`config.mk`:
```
export PLATFORM = sky130hd
export DESIGN_NAME = otp_macro_initiator
export DESIGN_NICKNAME = d
export VERILOG_FILES = /design/src/rtl/otp_macro_initiator.sv
export SDC_FILE = /design/constraint.sdc
export NUM_CORES = 1
export LEC_CHECK = 0
export CORE_ASPECT_RATIO = 1.75
export CORE_MARGIN = 3
export CORE_UTILIZATION = 25
export CTS_BUF_LIST = sky130_fd_sc_hd__clkbuf_2 sky130_fd_sc_hd__clkbuf_4 sky130_fd_sc_hd__clkbuf_8
export DETAILED_ROUTE_END_ITERATION = 6
export GPL_TIMING_DRIVEN = 0
export PLACE_DENSITY = 0.56
export SKIP_CTS_REPAIR_TIMING = 1
export SYNTH_ARGS = -nofsm -noshare
export SYNTH_HDL_FRONTEND = slang
export SYNTH_SLANG_ARGS = --single-unit
export TNS_END_PERCENT = 100
```
`constraint.sdc`:
```
create_clock -name clk_i -period 3 [get_ports clk_i]
set_input_delay 0.6 -clock clk_i [delete_from_list [all_inputs] [get_ports clk_i]]
set_output_delay 0.6 -clock clk_i [all_outputs]
set_load 0.05 [all_outputs]
```
`src/rtl/otp_macro_initiator.sv`:
```
// Command initiator for the OTP macro ready/valid port: issues Init after reset, then one host request at a time.
// Optional per-state handshake timeout is compiled in with `define CALIPTRA_OTP_INITIATOR_TIMEOUT_EN.
`timescale 1ns/1ps

package prim_generic_otp_pkg;
  typedef enum logic [6:0] {
    Read     = 7'b1000101,
    Write    = 7'b0110111,
    ReadRaw  = 7'b1111001,
    WriteRaw = 7'b1100010,
    Zeroize  = 7'b0101100,
    Init     = 7'b0111110
  } cmd_e;

  typedef enum logic [2:0] {
    NoError              = 3'h0,
    MacroError           = 3'h1,
    MacroEccCorrError    = 3'h2,
    MacroEccUncorrError  = 3'h3,
    MacroWriteBlankError = 3'h4
  } err_e;
endpackage

module otp_macro_initiator
  import prim_generic_otp_pkg::*;
#(
  parameter int Width         = 16,
  parameter int Depth         = 1024,
  parameter int SizeWidth     = 2,
  parameter int TimeoutCycles = 1024,
  localparam int AddrWidth    = (Depth > 1) ? $clog2(Depth) : 1,
  localparam int IfWidth      = (2**SizeWidth) * Width
) (
  input  logic                 clk_i,
  input  logic                 rst_i,
  input  logic                 req_valid_i,
  output logic                 req_ready_o,
  input  cmd_e                 req_cmd_i,
  input  logic [SizeWidth-1:0] req_size_i,
  input  logic [AddrWidth-1:0] req_addr_i,
  input  logic [IfWidth-1:0]   req_wdata_i,
  output logic                 rsp_valid_o,
  input  logic                 rsp_ready_i,
  output logic [IfWidth-1:0]   rsp_rdata_o,
  output err_e                 rsp_err_o,
  output logic                 rsp_timeout_o,
  output logic                 init_done_o,
  output logic                 fatal_o,
  input  logic                 otp_ready_i,
  output logic                 otp_valid_o,
  output logic [SizeWidth-1:0] otp_size_o,
  output cmd_e                 otp_cmd_o,
  output logic [AddrWidth-1:0] otp_addr_o,
  output logic [IfWidth-1:0]   otp_wdata_o,
  input  logic                 otp_valid_i,
  input  logic [IfWidth-1:0]   otp_rdata_i,
  input  err_e                 otp_err_i
);

  localparam int NumWords = 2**SizeWidth;

  // Codewords of a distance-4 code, so no single or double upset lands on another legal state.
  localparam logic [7:0] ResetSt    = 8'b0101_0101;
  localparam logic [7:0] InitReqSt  = 8'b0011_0011;
  localparam logic [7:0] InitWaitSt = 8'b0000_1111;
  localparam logic [7:0] IdleSt     = 8'b0110_0110;
  localparam logic [7:0] IssueSt    = 8'b0011_1100;
  localparam logic [7:0] WaitSt     = 8'b0101_1010;
  localparam logic [7:0] RespSt     = 8'b0110_1001;
  localparam logic [7:0] ErrorSt    = 8'b1001_0110;

  logic [7:0]           state_q, state_d;
  cmd_e                 cmd_q;
  logic [SizeWidth-1:0] size_q;
  logic [AddrWidth-1:0] addr_q;
  logic [IfWidth-1:0]   wdata_q;
  err_e                 rsp_err_q;
  logic [IfWidth-1:0]   rsp_rdata_q, rdata_masked;
  logic                 init_done_q, fatal_q;
  logic                 init_ok, tmo_rsp, tmo_expired;
  logic                 req_hs, req_legal, cmd_legal, rsp_capture, init_phase;
  logic [AddrWidth:0]   req_end;

  assign req_end   = {1'b0, req_addr_i} + (AddrWidth+1)'(req_size_i);
  assign req_legal = cmd_legal && (req_end < (AddrWidth+1)'(Depth));
  assign req_hs    = (state_q == IdleSt) && req_valid_i;
  assign rsp_capture = (state_q == WaitSt) && otp_valid_i;

  always_comb begin
    case (req_cmd_i)
      Read, Write, ReadRaw, WriteRaw, Zeroize: cmd_legal = 1'b1;
      default:                                 cmd_legal = 1'b0;
    endcase
  end

  always_comb begin
    for (int k = 0; k < NumWords; k++) begin
      rdata_masked[k*Width +: Width] = (k <= int'(size_q)) ? otp_rdata_i[k*Width +: Width] : '0;
    end
  end

  // NOTE: every output of this block gets a default before the case, so no path leaves one unassigned and no latch is inferred.
  always_comb begin
    state_d     = state_q;
    req_ready_o = 1'b0;
    otp_valid_o = 1'b0;
    rsp_valid_o = 1'b0;
    init_ok     = 1'b0;
    tmo_rsp     = 1'b0;
    case (state_q)
      ResetSt: state_d = InitReqSt;
      InitReqSt: begin
        otp_valid_o = 1'b1;
        if (otp_ready_i)      state_d = InitWaitSt;
        else if (tmo_expired) state_d = ErrorSt;
      end
      InitWaitSt: begin
        if (otp_valid_i) begin
          if (otp_err_i != NoError) begin
            state_d = ErrorSt;
          end else begin
            init_ok = 1'b1;
            state_d = IdleSt;
          end
        end else if (tmo_expired) begin
          state_d = ErrorSt;
        end
      end
      IdleSt: begin
        req_ready_o = 1'b1;
        if (req_valid_i) state_d = req_legal ? IssueSt : RespSt;
      end
      IssueSt: begin
        otp_valid_o = 1'b1;
        if (otp_ready_i) begin
          state_d = WaitSt;
        end else if (tmo_expired) begin
          tmo_rsp = 1'b1;
          state_d = RespSt;
        end
      end
      WaitSt: begin
        if (otp_valid_i) begin
          state_d = RespSt;
        end else if (tmo_expired) begin
          tmo_rsp = 1'b1;
          state_d = RespSt;
        end
      end
      RespSt: begin
        rsp_valid_o = 1'b1;
        if (rsp_ready_i) state_d = IdleSt;
      end
      ErrorSt: state_d = ErrorSt;
      default: state_d = ErrorSt;
    endcase
  end

  // NOTE: state registers use non-blocking assignments so every flop samples pre-edge values regardless of statement order.
  always_ff @(posedge clk_i) begin
    if (rst_i) begin
      state_q     <= ResetSt;
      cmd_q       <= Read;
      size_q      <= '0;
      addr_q      <= '0;
      wdata_q     <= '0;
      rsp_err_q   <= NoError;
      rsp_rdata_q <= '0;
      init_done_q <= 1'b0;
      fatal_q     <= 1'b0;
    end else begin
      state_q <= state_d;
      if (req_hs) begin
        cmd_q   <= req_cmd_i;
        size_q  <= req_size_i;
        addr_q  <= req_addr_i;
        wdata_q <= req_wdata_i;
        if (!req_legal) begin
          rsp_err_q   <= MacroError;
          rsp_rdata_q <= '0;
        end
      end
      if (rsp_capture) begin
        rsp_err_q   <= otp_err_i;
        rsp_rdata_q <= rdata_masked;
      end
      if (tmo_rsp) begin
        rsp_err_q   <= MacroError;
        rsp_rdata_q <= '0;
      end
      if (init_ok)              init_done_q <= 1'b1;
      if (state_d == ErrorSt)   fatal_q     <= 1'b1;
    end
  end

`ifdef CALIPTRA_OTP_INITIATOR_TIMEOUT_EN
  localparam int CntWidth = $clog2(TimeoutCycles + 1);

  logic [CntWidth-1:0] cnt_q, cnt_inc;
  logic                counting, rsp_timeout_q;

  assign counting    = (state_q == InitReqSt) || (state_q == InitWaitSt) ||
                       (state_q == IssueSt)   || (state_q == WaitSt);
  assign cnt_inc     = cnt_q + CntWidth'(1);
  // Expiry fires in the cycle the count would reach TimeoutCycles, bounding each state to that many cycles.
  assign tmo_expired = counting && (cnt_inc == CntWidth'(TimeoutCycles));

  always_ff @(posedge clk_i) begin
    if (rst_i) begin
      cnt_q         <= '0;
      rsp_timeout_q <= 1'b0;
    end else begin
      cnt_q <= (!counting || (state_d != state_q)) ? '0 : cnt_inc;
      if (tmo_rsp)                         rsp_timeout_q <= 1'b1;
      else if (req_hs || rsp_capture)      rsp_timeout_q <= 1'b0;
    end
  end

  assign rsp_timeout_o = rsp_timeout_q;
`else
  logic unused_timeout_cfg;
  assign unused_timeout_cfg = (TimeoutCycles != 0);
  assign tmo_expired        = 1'b0;
  assign rsp_timeout_o      = 1'b0;
`endif

  assign init_phase  = (state_q == InitReqSt);
  assign otp_cmd_o   = init_phase ? Init : cmd_q;
  assign otp_size_o  = init_phase ? '0 : size_q;
  assign otp_addr_o  = init_phase ? '0 : addr_q;
  assign otp_wdata_o = init_phase ? '0 : wdata_q;
  assign rsp_err_o   = rsp_err_q;
  assign rsp_rdata_o = rsp_rdata_q;
  assign init_done_o = init_done_q;
  assign fatal_o     = fatal_q;

endmodule

```
==> impl_results.md, run 1 <==
* Status: completed
* CP Launch Type: register
* Hold Crit Class: register to register
* CTS buffer count at 17
* Sw Share at 0.225
* Die W at roughly 130 um
* Slowest cell on the critical path: dfxtp_1
* Area leader, netlist: dfxtp_1
* Initial antenna violation count at 3
* Synth top cells by count: 175 x nand2_1, 160 x dfxtp_1, 86 x a21oi_1
* Fmax at about 350 MHz
* CP dominant cell by count: clkbuf_2
* CP max FO at 10
* DRT Pass-1 Iters at 4
* Via count at slightly above 6,000
* Max IR drop VDD at between 0.0002 and 0.0003 V
* Arr. time, crit path at between 2 and 2.5 ns
* EDFF count, synth at 0
* Fin. Hold Viols at 0
* Seq/Total Area, Yosys at 0.517
* Final net count at roughly 1,200
* Avg WL per Cell at roughly 17 um
* Antenna Nets Post-Route at 0
* Post-route setup TNS at 0 ns
* Final Instance Count excl. Fillers at 1,355
* R2R Setup Slk at about 0.50 ns
* Clock Latency Late Sink at roughly 0.48 ns
* Num ports at approximately 310
* Pint at 3.21 mW
* Critical Path, Cell by Cell: and4bb_2, nand2_1, clkbuf_4, clkbuf_2, and2_1, clkbuf_2
* Ys flop type: dfxtp_1
* Fillers at approximately 2,500
* Hold_ws at about 0.45 ns
* Global-route wire length before repair at approximately 36 mm
* Category of the most critical setup path: register to output pin
* Die span in y at approximately 210 um
* Crit end category: output pin
* Vias in the first global route at 6,189
* Number of H-tree levels at 4
* Layout Skew at about 0.011 ns
* Design area at approximately 10000 um^2
* Max_slew headroom at 0.424
* Seq pwr share at 0.516
* Crit path time final at approximately 2.8 ns
* Slowest stage delay, CP at around 0.48 ns
* Mapped Cells at about 700
* Placed cells at 1,322
* Max-slew violations at 0
* # port buffers at 310
* Combinational Power Share at 0.075
* Sink Count at 160
* Clock Power Share at 0.409
* Switching power at 0.932 mW
* Top cell type's share of synthesized area at 0.517
* FP Rows at 75
* Post-synth ARST share at 0
* CTS tree: built
* DP Wirelength at roughly 19 mm
* CTS root buf: clkbuf_8
* Drt first-iter violations at approximately 180
* Synthesized area per cell at 8.81 um^2
* Clock-pin slew reported for the worst setup and hold paths after clock tree synthesis at around 0.09 ns
* Worst Path Required at approximately 2.4 ns
* Synth Net Count at around 860
* Crit path max-delay family: buffers and inverters
* Proportion of layout cells with a drive suffix above 1 at 0.113
* Top-count cell post-synth: nand2_1
* Warnings, synthesis at 0
* Gr usage total at 0.174
* Final period util at 0.948
* Synthesized area at just over 6000 um^2
* Pin count of the biggest net entering global routing at 17
* Leakage at ~4.1 nW
* RSZ-0062 raised after global routing: no
* Synth Register Bits at 160
* Area contributors post-synth: dfxtp_1 52%, nand2_1 11%, a22o_1 9.3%, and2_1 8.2%, a21oi_1 6.9%
* Die area at between 20,000 and 30,000 um^2
* Pwr dens at between 400 and 500 nW/um^2
* Placer congestion estimate at ~0.83
* Starting Density at 0.256
* P&R area growth vs syn at 60.0%
* Placed instance area at roughly 9700 um^2
* Total of max-cap violations at 0
* Vias per inst at about 4.6
* Drt total wl at approximately 24 mm
* Post-synthesis cell type count at 44
* Congestion Overflow GR at 0
* Least-Margin Pin Slew at about 0.86 ns
* WP buf/inv at 3
* Max Buffers Root-to-Sink at 2
* Drt drc at 0
* Final setup fails at 0
* Core area at between 20,000 and 25,000 um^2
-- path summary, 6_finish.rpt --
| kind | start | end | cells past startpoint |
|---|---|---|---|
| hold reg to reg | addr_q[3]$_SDFFE_PP0P_ | addr_q[3]$_SDFFE_PP0P_ | 2 |
| setup / recovery | state_q[0]$_SDFF_PP1_ | otp_wdata_o[18] | 6 |
| hold / removal | addr_q[3]$_SDFFE_PP0P_ | addr_q[3]$_SDFFE_PP0P_ | 2 |
| setup reg to reg | state_q[5]$_SDFF_PP0_ | wdata_q[50]$_SDFFE_PP0P_ | 8 |
-- cells by family after synthesis --
family,Yosys count,share of synthesized area
AO/OA/AOI/OAI,177,0.193
adder cells (fa/ha/maj),1,0.00202
buffers and inverters,58,0.0420
flip-flops,160,0.517
other,1,0.000605
AND/OR/NAND/NOR,307,0.246
-- layout by cell type, fill, tap and decap left out, types with 3 or more instances in the layout --
master and count:
a211oi_1 4, a21oi_1 86, nand3b_1 3, dlymetal6s2s_1 26
nand2_1 175, clkdlybuf4s50_1 224, a22o_1 66, clkinvlp_4 3
a31oi_1 6, buf_1 7, clkbuf_4 16, buf_6 4
nand4_1 5, and2_1 81, nor3_1 4, clkbuf_8 19
nand2b_1 6, and4bb_2 4, inv_1 5, clkbuf_1 28
bufinv_16 3, clkinv_2 3, nand4bb_1 3, buf_2 25
nor2_1 11, clkbuf_2 33, dfxtp_1 158
-- metrics by stage --
stage	setup WS, ns	total power [mW]	utilization
global route	0.00186	4.31	0.410
detailed placement	-0.528	2.50	0.400
floorplan	0.533	2.25	-
finish	0.157	4.14	0.410
global placement	-0.516	2.50	0.400
CTS	-1.10	4.23	0.417
-- worst reg2reg max path, cell delays in order, from the launching register on --
cell and delay, ns:
dfxtp_1 0.44, nand4bb_1 0.24, nor2_1 0.33, and2_1 0.18, clkbuf_1 0.26, buf_2 0.30, buf_1 0.43, nand2_1 0.12
a21oi_1 0.13
-- metal layers --
metal  vias up  track usage  routed length, um
met4         2       0.0640                508
met1      2867        0.168               8550
met3        33       0.0631               1640
met2       229        0.331              12900
li1       3065            -                  -
met5         -            0                 13
-- power by group through the flow --
| stage | Sequential, mW | Clock, mW | Combinational [mW] |
|---|---|---|---|
| after floorplan | 2.18 | 0 | 0.0621 |
| after global placement | 2.18 | 0 | 0.312 |
| after detailed placement | 2.18 | 0 | 0.312 |
| after CTS | 2.13 | 1.78 | 0.314 |
| after global routing | 2.14 | 1.84 | 0.331 |
| final | 2.13 | 1.69 | 0.311 |
-- cell type report --
type	instances	area, um^2	area share
Buffer	53	256	0.0258
Tap cell	308	385	0.0388
Sequential cell	160	3210	0.323
Timing Repair Buffer	310	2900	0.292
Clock buffer	21	277	0.0279
Multi-Input combinational cell	486	2740	0.276
Antenna cell	2	5.00	0.000504
Clock inverter	10	136	0.0137
Inverter	5	18.8	0.00189
-- sequential cells by signal (all words and copies together) (netlist names) --
| name | flops |
|---|---|
| rsp_rdata_o | 64 |
| wdata_q | 64 |
| addr_q | 10 |
| state_q | 8 |
| cmd_q | 7 |
| rsp_err_o | 3 |
| size_q | 2 |
| fatal_o | 1 |
| init_done_o | 1 |
No activity file was read; power rests on OpenSTA's default activity.
==> inputs of run 2 (changes only) <==
Settings changed: CTS_BUF_LIST sky130_fd_sc_hd__clkbuf_2 sky130_fd_sc_hd__clkbuf_4 sky130_fd_sc_hd__clkbuf_8 to not set.
==> run 2 against run 1 <==
Combinational power about the same. Maximum frequency down 4.1%. Critical endpoint is now otp_wdata_o[22]. Sequential cell count unchanged. First-iteration DRC count up 12%. Via count down 0.15%.
==> impl_results.md, run 2 (synthesized netlist as in run 1, its figures left out) <==
* Clock Latency Late Sink at 0.44 ns
* Fillers at about 2,400
* Sink Count at between 150 and 200
* Drt total wl at about 24 mm
* P&R area growth vs syn at 63.6%
* Worst Path Required at 2.40 ns
* Layout Skew at 0.00584 ns
* Starting Density at 0.256
* Max-slew violations at 0
* # port buffers at 310
* Vias in the first global route at around 6,200
* Initial antenna violation count at 2
* Max_slew headroom at 0.423
* Pin count of the biggest net entering global routing at 17
* Final worst slack at about 0.036 ns
* CTS buffer count at 17
* Arr. time, crit path at ~2.4 ns
* Die W at 125 um
* Final period util at 0.988
* Gr usage total at 0.174
* Status: completed
* DP Wirelength at around 19 mm
* Crit end category: output pin
* Drt drc at 0
* Least-Margin Pin Slew at between 0.8 and 0.9 ns
* Category of the most critical setup path: register to output pin
* Seq. cell area at roughly 3200 um^2
* Hold_ws at roughly 0.45 ns
* Num ports at ~310
* Max IR drop VDD at around 0.00034 V
* Crit path time final at 2.96 ns
* Most common cell after layout, fill and taps aside: clkdlybuf4s50_1
* Fin. Hold Viols at 0
* Most frequent cells in the layout: 224 x clkdlybuf4s50_1, 175 x nand2_1, 158 x dfxtp_1, 86 x a21oi_1, 81 x and2_1
* CTS tree: built
* Via count at 6,187
* Die area at roughly 27,000 um^2
* Post-route setup TNS at 0 ns
* Avg WL per Cell at about 17 um
* DRT Pass-1 Iters at 4
* Proportion of layout cells with a drive suffix above 1 at 0.0995
* Total of max-cap violations at 0
* Drt first-iter violations at ~200
* Max Buffers Root-to-Sink at 2
* Hold Crit Class: register to register
* Setup WS pre-CTS at -0.528 ns
* Final setup fails at 0
* CP Launch Type: register
* Global-route wire length before repair at approximately 36 mm
* Placer congestion estimate at roughly 0.83
* Pwr dens at ~460 nW/um^2
* Congestion Overflow GR at 0
* Final net count at around 1,200
* Antenna Nets Post-Route at 0
* Area of the multi-input gates at 2740 um^2
* CP max FO at 10
* Number of H-tree levels at 4
* Fmax at approximately 340 MHz
* CTS root buf: clkbuf_16
* Leakage at about 4.4 nW
* Clock-pin slew reported for the worst setup and hold paths after clock tree synthesis at 0.06 ns
* RSZ-0062 raised after global routing: yes
* Vias per inst at 4.57
* Core area at 24,200 um^2
* FP Rows at between 70 and 80
* Die span in y at roughly 210 um
-- run 2: worst paths after layout --
path	from	to	slack, ns	depth (start not counted)
setup / recovery	state_q[3]$_SDFF_PP0_	otp_wdata_o[22]	0.04	6
setup reg to reg	state_q[5]$_SDFF_PP0_	wdata_q[1]$_SDFFE_PP0P_	0.48	8
hold reg to reg	addr_q[3]$_SDFFE_PP0P_	addr_q[3]$_SDFFE_PP0P_	0.45	2
hold / removal	addr_q[3]$_SDFFE_PP0P_	addr_q[3]$_SDFFE_PP0P_	0.45	2
-- run 2: cell type report --
| type | count | share of cell area |
|---|---|---|
| clock buffer | 21 | 0.0454 |
| inverter | 5 | 0.00185 |
| tap | 308 | 0.0380 |
| sequential | 160 | 0.316 |
| timing repair buffer | 310 | 0.290 |
| buffer | 53 | 0.0248 |
| multi-input combinational | 486 | 0.270 |
| antenna | 1 | 0.000247 |
| clock inverter | 10 | 0.0134 |
-- run 2: power by group --
part | total, mW | internal (mW) | switching [mW] | leakage, nW
Combinational | 0.310 | 0.204 | 0.107 | 2.78
Clock | 2.23 | 1.34 | 0.887 | 0.285
Sequential | 2.14 | 2.13 | 0.00690 | 1.29
-- run 2: routing by layer --
layer	GRT usage	wire length [um]	share of wire
met1	0.170	8540	0.36
met3	0.0603	1670	0.071
met2	0.330	12900	0.55
met4	0.0684	532	0.022
met5	0	18	0.00076
-- run 2: through the flow --
step | std cells | power, mW | utilization | instance area (um^2)
after floorplan | 704 | 2.25 | - | 6200
after global placement | 1322 | 2.50 | 0.400 | 9690
after detailed placement | 1322 | 2.50 | 0.400 | 9690
after CTS | 1353 | 4.77 | 0.425 | 10300
after global routing | 1353 | 4.85 | 0.419 | 10100
final | 1354 | 4.68 | 0.419 | 10100
-- run 2: worst max-delay path, stage by stage, from the launching register on --
cell and delay (ns):
dfxtp_2 0.41, and4bb_2 0.29, nand2_1 0.12, clkbuf_4 0.25, clkbuf_1 0.35, and2_1 0.20
clkbuf_2 0.29
==> inputs of run 3 (changes only) <==
Settings changed: DONT_BUFFER_PORTS set to 1, PLACE_DENSITY 0.56 to 0.4.
==> run 3 against run 2 <==
Core utilization decreased by 12 points. Die area unchanged. Wire length decreased by 11%. Largest power group unchanged.
==> impl_results.md, run 3 (synthesized netlist as in run 1, its figures left out) <==
* Crit end category: output pin
* Clock Latency Late Sink at 0.44 ns
* Status: completed
* Final setup fails at 0
* Antenna Nets Post-Route at 0
* Final Instance Count excl. Fillers at about 1,000
* Layout Skew at 0.0107 ns
* Hold_sp: otp_rdata_i[6]
* CTS tree: built
* Seq pwr share at 0.462
* Initial antenna violation count at 0
* Max Buffers Root-to-Sink at 2
* Crit path max-delay family: simple AND/OR/NAND/NOR gates
* Avg WL per Cell at slightly above 20 um
* Total of max-cap violations at 0
* Drt total wl at roughly 21 mm
* Capturing point of the worst reg2reg path: wdata_q[51]$_SDFFE_PP0P_
* Number of H-tree levels at 4
* Drt drc at 0
* Pin count of the biggest net entering global routing at 17
* Critical Path, Cell by Cell: and4bb_2, nand2_1, clkbuf_4, clkbuf_2, and2_2
* Slowest cell on the critical path: dfxtp_1
* CP Launch Type: register
* Hold Crit Class: input pin to register
* Clock Power Share at 0.519
* Clock-pin slew reported for the worst setup and hold paths after clock tree synthesis at about 0.06 ns
* Final Total Pwr at 4.63 mW
* Fin. Hold Viols at 0
* Least-Margin Pin Slew at 1.07 ns
* Final net count at between 800 and 900
* Via count at roughly 5,200
* Proportion of layout cells with a drive suffix above 1 at 0.179
* WL met3 at between 1.5 and 2 mm
* Fmax at 354 MHz
* Drt first-iter violations at approximately 160
* Category of the most critical setup path: register to output pin
* Global-route wire length before repair at 31.7 mm
* Reg-to-reg startpoint: state_q[7]$_SDFF_PP0_
* Combinational Power Share at 0.018
* Switching power at 0.972 mW
* R2R Setup Slk at around 0.23 ns
* Vias in the first global route at roughly 5,300
* Die area at between 20,000 and 30,000 um^2
* DRT Pass-1 Iters at 6
* WP buf/inv at 2
* Gr usage total at 0.155
* Final period util at 0.942
* Crit path time final at 2.83 ns
* Slowest stage delay, CP at slightly below 0.5 ns
* Most common cell after layout, fill and taps aside: nand2_1
* Most frequent cells in the layout: 175 x nand2_1, 160 x dfxtp_1, 86 x a21oi_1, 73 x and2_2, 66 x a22o_1
* CTS root buf: clkbuf_16
* R2r worst-path depth at 8
* Congestion Overflow GR at 0
* Max layer used: met4
* RSZ-0062 raised after global routing: no
* Die span in y at approximately 210 um
* Starting Density at 0.256
* Post-route setup TNS at 0 ns
* Sw Share at 0.210
* CTS buffer count at 17
* Pwr dens at around 630 nW/um^2
* Sink Count at 160
* P&R area growth vs syn at 18.6%
* Arr. time, crit path at 2.23 ns
* Leakage at ~2.6 nW
* DP Wirelength at between 15 and 20 mm
* Placed cells at between 1,000 and 1,500
* Max IR drop VDD at roughly 0.00041 V
* Pint at between 3 and 4 mW
* Num ports at ~310
* DRT met1 WL at ~7.3 mm
* Max_slew headroom at 0.284
* Vias per inst at between 4 and 5
* Die W at 125 um
* Utilization after layout at 0.304
* CP max FO at 10
* FP Rows at 75
* Routed wl met2 at 11.1 mm
* Placer congestion estimate at 0.820
* Hold Path End: rsp_rdata_o[6]$_SDFFE_PP0P_
* ANT cells at 0
* Max-slew violations at 0
* # port buffers at 0
* Hold path depth at 1
* Core area at between 20,000 and 25,000 um^2
* Worst Path Required at around 2.4 ns
-- run 3: cell count changes in the layout (fill, tap and decap cells not counted), sizes merged --
cell / before / now
clkbuf: 103 / 58
inv: 5 / 7
buf: 21 / 14
diode: 1 / 0
clkinv: 4 / 3
clkdlybuf4s50: 224 / 0
bufinv: 3 / 5
dlymetal6s2s: 36 / 0
-- run 3: layout make-up --
type | count | area [um^2]
sequential | 160 | 3200
clock inverter | 13 | 209
inverter | 5 | 18.8
multi-input combinational | 486 | 2840
clock buffer | 19 | 443
fill | 2565 | 16900
buffer | 53 | 256
tap | 308 | 385
-- run 3: worst max-delay path by stage --
| stage | slack [ns] | startpoint | cells after the start | endpoint |
|---|---|---|---|---|
| 2_1_floorplan | 0.53 | state_q[7]$_SDFF_PP0_ | 8 | rsp_err_o[1]$_SDFFE_PP0P_ |
| 3_3_place_gp | -0.34 | state_q[7]$_SDFF_PP0_ | 8 | addr_q[5]$_SDFFE_PP0P_ |
| 3_5_place_dp | -0.35 | state_q[7]$_SDFF_PP0_ | 8 | addr_q[8]$_SDFFE_PP0P_ |
| 4_1_cts | -0.51 | state_q[3]$_SDFF_PP0_ | 5 | otp_wdata_o[19] |
| 5_1_grt | 0.006 | state_q[1]$_SDFF_PP0_ | 8 | wdata_q[46]$_SDFFE_PP0P_ |
| 6_report | 0.17 | state_q[3]$_SDFF_PP0_ | 5 | otp_wdata_o[19] |
-- run 3: per-layer routing --
metal,global-route usage,up-vias
li1,-,2457
met1,0.148,2419
met2,0.282,289
met3,0.0608,51
met4,0.0810,0
met5,0,-
-- run 3: worst register-to-register path: stages, from the launching register on --
cell	delay, ns
dfxtp_1	0.32
nand4bb_1	0.38
nor2_4	0.45
and2_1	0.18
clkbuf_1	0.36
buf_2	0.37
buf_1	0.39
nand2_1	0.10
a21oi_1	0.15
-- run 3: power groups by stage --
stage	registers [mW]	logic, mW	clock network (mW)
after floorplan	2.18	0.0621	0
after global placement	2.19	0.0844	0
after detailed placement	2.19	0.0864	0
after CTS	2.14	0.0869	2.48
after global routing	2.14	0.0956	2.58
final	2.14	0.0853	2.40
-- run 3: stage by stage --
step | instance area (um^2) | hold WS [ns] | setup WS [ns]
CTS | 7240 | 0.252 | -0.513
detailed placement | 6590 | 0.443 | -0.349
global placement | 6590 | 0.440 | -0.339
global route | 7350 | 0.252 | 0.00642
floorplan | 6200 | 0.429 | 0.533
finish | 7350 | 0.286 | 0.174
